## src/rtl/rotr_pkg.sv

```systemverilog
// Shared widths and record types for the rotate-right arbiter slice.
package rotr_pkg;

    localparam int ROTR_DATA_WIDTH = 256;
    localparam int SHAMT_WIDTH     = 8;
    localparam int ROTR_TAG_WIDTH  = 4;

    typedef struct packed {
        logic [ROTR_DATA_WIDTH-1:0] data;
        logic [ROTR_TAG_WIDTH-1:0]  tag;
        logic                       src;
    } rotr_entry_t;

    typedef struct packed {
        logic                      valid;
        logic [ROTR_TAG_WIDTH-1:0] tag;
        logic                      src;
    } rotr_track_t;

endpackage

```

## src/rtl/rotr_rsp_fifo.sv

```systemverilog
// Synchronous circular FIFO with registered storage, no fall-through, and an occupancy count.
module rotr_rsp_fifo #(
    parameter int WIDTH = 8,
    parameter int DEPTH = 4,
    localparam int PTR_W = (DEPTH > 1) ? $clog2(DEPTH) : 1,
    localparam int CNT_W = $clog2(DEPTH + 1)
) (
    input  logic             clk,
    input  logic             rst_n,
    input  logic             push,
    input  logic [WIDTH-1:0] push_data,
    input  logic             pop,
    output logic             head_valid,
    output logic [WIDTH-1:0] head_data,
    output logic [CNT_W-1:0] count
);

    logic [WIDTH-1:0] mem [DEPTH];
    logic [PTR_W-1:0] wptr;
    logic [PTR_W-1:0] rptr;
    logic [CNT_W-1:0] cnt;
    logic             do_push;
    logic             do_pop;

    function automatic logic [PTR_W-1:0] next_ptr(input logic [PTR_W-1:0] p);
        return (p == PTR_W'(DEPTH - 1)) ? '0 : p + 1'b1;
    endfunction

    // A push into a full FIFO is only taken when the head leaves in the same cycle.
    assign do_pop  = pop && (cnt != '0);
    assign do_push = push && ((cnt != CNT_W'(DEPTH)) || do_pop);

    always_ff @(posedge clk or negedge rst_n) begin
        if (!rst_n) begin
            for (int i = 0; i < DEPTH; i++) begin
                mem[i] <= '0;
            end
            wptr <= '0;
            rptr <= '0;
            cnt  <= '0;
        end else begin
            if (do_push) begin
                mem[wptr] <= push_data;
                wptr      <= next_ptr(wptr);
            end
            if (do_pop) begin
                rptr <= next_ptr(rptr);
            end
            case ({do_push, do_pop})
                2'b10:   cnt <= cnt + 1'b1;
                2'b01:   cnt <= cnt - 1'b1;
                default: cnt <= cnt;
            endcase
        end
    end

    assign head_valid = (cnt != '0);
    assign head_data  = mem[rptr];
    assign count      = cnt;

endmodule

```

## src/rtl/rotr_arbiter.sv

```systemverilog
// Round-robin share of one external registered 256-bit rotator between two ports,
// with tag tracking through the rotator and a credit-protected response FIFO.
module rotr_arbiter
    import rotr_pkg::*;
#(
    parameter int DATA_WIDTH = ROTR_DATA_WIDTH,
    parameter int LATENCY    = 1,
    parameter int TAG_WIDTH  = ROTR_TAG_WIDTH,
    parameter int RSP_DEPTH  = 4
) (
    input  logic                   clk,
    input  logic                   rst_n,
    input  logic                   req0_valid,
    output logic                   req0_ready,
    input  logic [DATA_WIDTH-1:0]  req0_a,
    input  logic [SHAMT_WIDTH-1:0] req0_shamt,
    input  logic [TAG_WIDTH-1:0]   req0_tag,
    input  logic                   req1_valid,
    output logic                   req1_ready,
    input  logic [DATA_WIDTH-1:0]  req1_a,
    input  logic [SHAMT_WIDTH-1:0] req1_shamt,
    input  logic [TAG_WIDTH-1:0]   req1_tag,
    output logic                   rot_enable,
    output logic [DATA_WIDTH-1:0]  rot_a,
    output logic [DATA_WIDTH-1:0]  rot_shift,
    input  logic [DATA_WIDTH-1:0]  rot_result,
    output logic                   rsp_valid,
    input  logic                   rsp_ready,
    output logic [DATA_WIDTH-1:0]  rsp_data,
    output logic [TAG_WIDTH-1:0]   rsp_tag,
    output logic                   rsp_src
);

    localparam int USED_W = $clog2(RSP_DEPTH + LATENCY + 2) + 1;
    localparam int CNT_W  = $clog2(RSP_DEPTH + 1);

    logic                   last;
    logic                   winner;
    logic                   allowed;
    logic                   grant;
    logic                   pop;
    logic [USED_W-1:0]      used;
    logic                   issue_valid;
    logic [DATA_WIDTH-1:0]  issue_a;
    logic [SHAMT_WIDTH-1:0] issue_shamt;
    logic [TAG_WIDTH-1:0]   issue_tag;
    logic                   issue_src;
    rotr_track_t            track_q [LATENCY];
    rotr_entry_t            push_entry;
    rotr_entry_t            head_entry;
    logic [CNT_W-1:0]       fifo_count;

    assign pop = rsp_valid && rsp_ready;

    // Every op past the grant holds one credit until its result is popped.
    always_comb begin
        used = USED_W'(issue_valid) + USED_W'(fifo_count);
        for (int i = 0; i < LATENCY; i++) begin
            used = used + USED_W'(track_q[i].valid);
        end
    end

    assign allowed = rst_n && ((used < USED_W'(RSP_DEPTH)) || pop);

    always_comb begin
        winner = ~last;
        if (req0_valid && !req1_valid) begin
            winner = 1'b0;
        end else if (req1_valid && !req0_valid) begin
            winner = 1'b1;
        end
    end

    assign grant      = allowed && (req0_valid || req1_valid);
    assign req0_ready = allowed && !winner;
    assign req1_ready = allowed && winner;

    always_ff @(posedge clk or negedge rst_n) begin
        if (!rst_n) begin
            last        <= 1'b1;
            issue_valid <= 1'b0;
            issue_a     <= '0;
            issue_shamt <= '0;
            issue_tag   <= '0;
            issue_src   <= 1'b0;
        end else begin
            issue_valid <= grant;
            if (grant) begin
                last        <= winner;
                issue_a     <= winner ? req1_a     : req0_a;
                issue_shamt <= winner ? req1_shamt : req0_shamt;
                issue_tag   <= winner ? req1_tag   : req0_tag;
                issue_src   <= winner;
            end
        end
    end

    assign rot_enable = issue_valid;
    assign rot_a      = issue_a;
    assign rot_shift  = {{(DATA_WIDTH - SHAMT_WIDTH){1'b0}}, issue_shamt};

    // Tag pipeline mirrors the rotator's fixed latency so tags line up with rot_result.
    always_ff @(posedge clk or negedge rst_n) begin
        if (!rst_n) begin
            for (int i = 0; i < LATENCY; i++) begin
                track_q[i] <= '0;
            end
        end else begin
            track_q[0].valid <= issue_valid;
            track_q[0].tag   <= ROTR_TAG_WIDTH'(issue_tag);
            track_q[0].src   <= issue_src;
            for (int i = 1; i < LATENCY; i++) begin
                track_q[i] <= track_q[i-1];
            end
        end
    end

    always_comb begin
        push_entry      = '0;
        push_entry.data = ROTR_DATA_WIDTH'(rot_result);
        push_entry.tag  = track_q[LATENCY-1].tag;
        push_entry.src  = track_q[LATENCY-1].src;
    end

    rotr_rsp_fifo #(
        .WIDTH ($bits(rotr_entry_t)),
        .DEPTH (RSP_DEPTH)
    ) u_rsp_fifo (
        .clk        (clk),
        .rst_n      (rst_n),
        .push       (track_q[LATENCY-1].valid),
        .push_data  (push_entry),
        .pop        (pop),
        .head_valid (rsp_valid),
        .head_data  (head_entry),
        .count      (fifo_count)
    );

    assign rsp_data = DATA_WIDTH'(head_entry.data);
    assign rsp_tag  = TAG_WIDTH'(head_entry.tag);
    assign rsp_src  = head_entry.src;

endmodule

```

## config.mk

```make
export PLATFORM = sky130hd
export DESIGN_NAME = rotr_arbiter
export DESIGN_NICKNAME = d
export VERILOG_FILES = /design/src/rtl/rotr_pkg.sv /design/src/rtl/rotr_rsp_fifo.sv /design/src/rtl/rotr_arbiter.sv
export SDC_FILE = /design/constraint.sdc
export NUM_CORES = 2
export LEC_CHECK = 0
export BUFFER_PORTS_ARGS = -buffer_cell sky130_fd_sc_hd__clkbuf_2
export CAP_MARGIN = 20
export CORE_AREA = 3 3 612 614
export CTS_BUF_LIST = sky130_fd_sc_hd__clkbuf_16
export CTS_CLUSTER_SIZE = 25
export DETAILED_ROUTE_END_ITERATION = 16
export DIE_AREA = 0 0 615 617
export GPL_TIMING_DRIVEN = 0
export SKIP_LAST_GASP = 1
export SLEW_MARGIN = 0
export SYNTH_ARGS = -nofsm -noshare
export SYNTH_HDL_FRONTEND = slang
export SYNTH_SLANG_ARGS = --single-unit
export TNS_END_PERCENT = 20
```

## constraint.sdc

```tcl
create_clock -name clk -period 2.7 [get_ports clk]
set_input_delay 0.54 -clock clk [delete_from_list [all_inputs] [get_ports clk]]
set_output_delay 0.54 -clock clk [all_outputs]
set_load 0.02 [all_outputs]
```

==> results.sh <==
export IMPL_critPathMaxFanout=6
export IMPL_worstPathRequired_ns=2.16
export IMPL_die_width_um=615
export IMPL_synth_seq_cells=1328
export IMPL_cts_tree="yes"
export IMPL_grt_max_degree=105
export IMPL_vias=44113
export IMPL_finalHoldViolCount=0
export IMPL_drv_slew=0
export IMPL_synth_area_um2=59900
export IMPL_drc=0
export IMPL_synth_edf_count=0
export IMPL_h_tree_depth=4
export IMPL_grt_pass1_wl_um=406000
export IMPL_start_util_pct=16.2
export IMPL_hold_depth=3
export IMPL_syn_instance_count=3999
export IMPL_p_leak_nw=40.5
export IMPL_cp_end_kind="primary output"
export IMPL_ys_types=35
export IMPL_grt_total_usage_pct=15.6
export IMPL_arrival_ns=2.68
export IMPL_clkTransAtPathRegs_ns=0.06
export IMPL_fin_crit_sh_pct=119
export IMPL_numCtsBuffers=162
export IMPL_die_area_um2=379000
export IMPL_vias_per_cell=3.82
export IMPL_clk_path_buf_depth=4
export IMPL_cp_cell_sequence="clkbuf_16, buf_16, buf_12, buf_8, clkbuf_16, mux4_2, clkbuf_2"
export IMPL_status="complete, but fails checks"
export IMPL_skew_ns=0.0806
export IMPL_cts_sinks=1328
export IMPL_syn_avg_cell_area_um2=15.0
export IMPL_fp_dieH_um=617
export IMPL_worst_slew_pin_transition_ns=1.06
export IMPL_synthTopCellsByCount="dfrtp_1 (1327), mux2_2 (967), nand2_1 (274)"
export IMPL_rows=223
export IMPL_dp_slack_ns=-3.02
export IMPL_synth_most_common_cell="dfrtp_1"
export IMPL_ios=1574
export IMPL_routedWlPerCell_um=26.5
export IMPL_r2r_cells=7
export IMPL_wl_um=307000
export IMPL_async_reset_ff_share_pct=100
export IMPL_violations="negative setup slack"
export IMPL_core_um2=369000
export IMPL_synth_top_area_share_pct=55.4
export IMPL_gp_congestion=0.983
export IMPL_syn_to_final_growth_pct=46.8
export IMPL_detail_route_first_pass_iterations=5
export IMPL_maxCapViolCount=0
export IMPL_cpMostUsedCell="clkbuf_16"
export IMPL_drive_above_1_share_pct=51.7
export IMPL_ys_seq_area_share_pct=55.4
export IMPL_irDropWorstVdd_mv=0.525
export IMPL_critPathLaunchType="flop"
export IMPL_critical_path_class="flop to primary output"
export IMPL_layout_min_cycle_time_ns=3.22
export IMPL_clock_latency_ns=0.86
export IMPL_slew_headroom_pct=27.2
export IMPL_slowest_stage="mux4_2"
export IMPL_synth_warnings=0
export IMPL_nets=7220
export IMPL_grt_pass1_vias=45852
export IMPL_yosys_top_cells_area="dfrtp_1 (55%), mux2_2 (18%), mux4_2 (9.8%)"
export IMPL_setup_ws_ns=-0.517
export IMPL_dp_hpwl_um=244000
export IMPL_cts_root_buf="clkbuf_16"
export IMPL_p_per_area_nw_per_um2=1250
export IMPL_rsz0062_at_grt="true"
export IMPL_numPortBuffers=1325
export IMPL_synth_main_ff_cell="dfrtp_1"
export IMPL_yosysTopAreaCell="dfrtp_1"
export IMPL_drtIter0Drc=2585
export IMPL_drtAntennaViolNets=0
export IMPL_antenna_found_initial=149
export IMPL_critPathMaxStageDelay_ns=0.49
export IMPL_fmax_ghz=0.311
export IMPL_grt_ovfl_total=0
export IMPL_setup_viol=408
export IMPL_finish_utilization_pct=23.8
export IMPL_hp_class="primary input to flop"
[flip-flops by register name, summed over array words and instances (netlist names)]
signal	flops
u_rsp_fifo.rptr	2
rot_enable	1
u_rsp_fifo.wptr	2
u_rsp_fifo.count	3
rot_a	256
last	1
issue_src	1
u_rsp_fifo.mem	1044
issue_shamt	8
push_entry	5
track_q	1
issue_tag	4
[final timing paths]
check / from / to / slack [ns]
max reg2reg: last$_DFFE_PN1P_ / rot_a[10]$_DFFE_PN0P_ / -0.35
min in group asynchronous: rst_n / u_rsp_fifo.mem[363]$_DFFE_PN0P_ / 0.16
min: req0_a[204] / rot_a[204]$_DFFE_PN0P_ / 0.08
max in group asynchronous: rst_n / u_rsp_fifo.mem[477]$_DFFE_PN0P_ / 0.88
min reg2reg: issue_tag[1]$_DFFE_PN0P_ / push_entry[2]$_DFF_PN0_ / 0.40
max: u_rsp_fifo.rptr[0]$_DFFE_PN0P_ / rsp_data[49] / -0.52
[report_power, final]
part           leakage [nW]  total, mW  switching [mW]  internal [mW]
logic                  21.8       53.4            29.6           23.9
clock network          2.65       21.7            9.35           12.3
registers              16.0       34.7            4.90           29.8
[layout make-up]
cell class,count,area (um2)
Clock buffer,163,4080
Tap cell,4950,6190
Fill cell,39009,281000
Timing Repair Buffer,2006,14900
Inverter,10,37.5
Multi-Input combinational cell,2400,24000
Sequential cell,1328,33200
Antenna cell,65,163
Buffer,507,4350
Clock inverter,125,1060
[per-stage QoR]
step,cell area [um2],TNS [ns],total power [mW],cells,hold slack [ns]
after floorplan,60900,0,62.9,4246,0.244
after global placement,73700,-,82.9,10521,0.392
after detailed placement,74300,-1144.80,83.9,10551,0.393
after CTS,87100,-164.41,110,11461,0.00108
after global routing,87900,-176.73,115,11519,0.0367
final,88000,-121.60,110,11554,0.0844
[cell families after synthesis]
| kind of cell | Yosys count | share of synthesized area [%] |
|---|---|---|
| buffers and inverters | 518 | 6.13 |
| and+or+nand+nor | 287 | 1.91 |
| AOI/OAI and AO/OA | 279 | 2.37 |
| adders and majority gates | 8 | 0.179 |
| muxes | 1575 | 33.9 |
| DFF | 1328 | 55.4 |
| xor gates and xnor gates | 3 | 0.0438 |
| other | 1 | 0.00626 |
[worst max-delay path: cells and delay by family, from the launching register on]
| kind | cells | cell delay [ns] |
|---|---|---|
| muxes | 1 | 0.49 |
| DFF | 1 | 0.39 |
| buffers and inverters | 6 | 0.98 |
[repair_timing]
action                                  in CTS  in global routing
hold endpoints to repair                  1449                  0
buffers inserted                            24                 22
cloned                                      19                  8
pin swaps                                    2                  0
endpoints found under the setup margin     634                479
resized for setup                          256                168
hold buffers                               579                  0
[cells in the final DEF (no fill, tap or decap), types with 78 or more instances in the layout]
cell type      synthesis  final
dlygate4sd3_1          0    575
buf_2                113     80
mux2_1                78     78
nand2_1              274    274
mux2i_1              269    262
clkbuf_2               0   1268
mux2_2               967    967
buf_6                 79    120
clkbuf_16              0    176
buf_4                248    293
dfrtp_1             1327   1325
o21ai_0              271    270
conb_1                 1    248
mux4_2               261    261
[layer usage]
metal	vias up	GRT usage, %	part of all wire, %	routed length [um]
li1	19010	-	-	-
met1	22844	17.2	37	113000
met2	1617	27.2	50	153000
met3	574	5.11	7.9	24100
met4	68	6.93	5.3	16200
met5	-	0	0.15	461
Power figures use the tool's default switching activity.
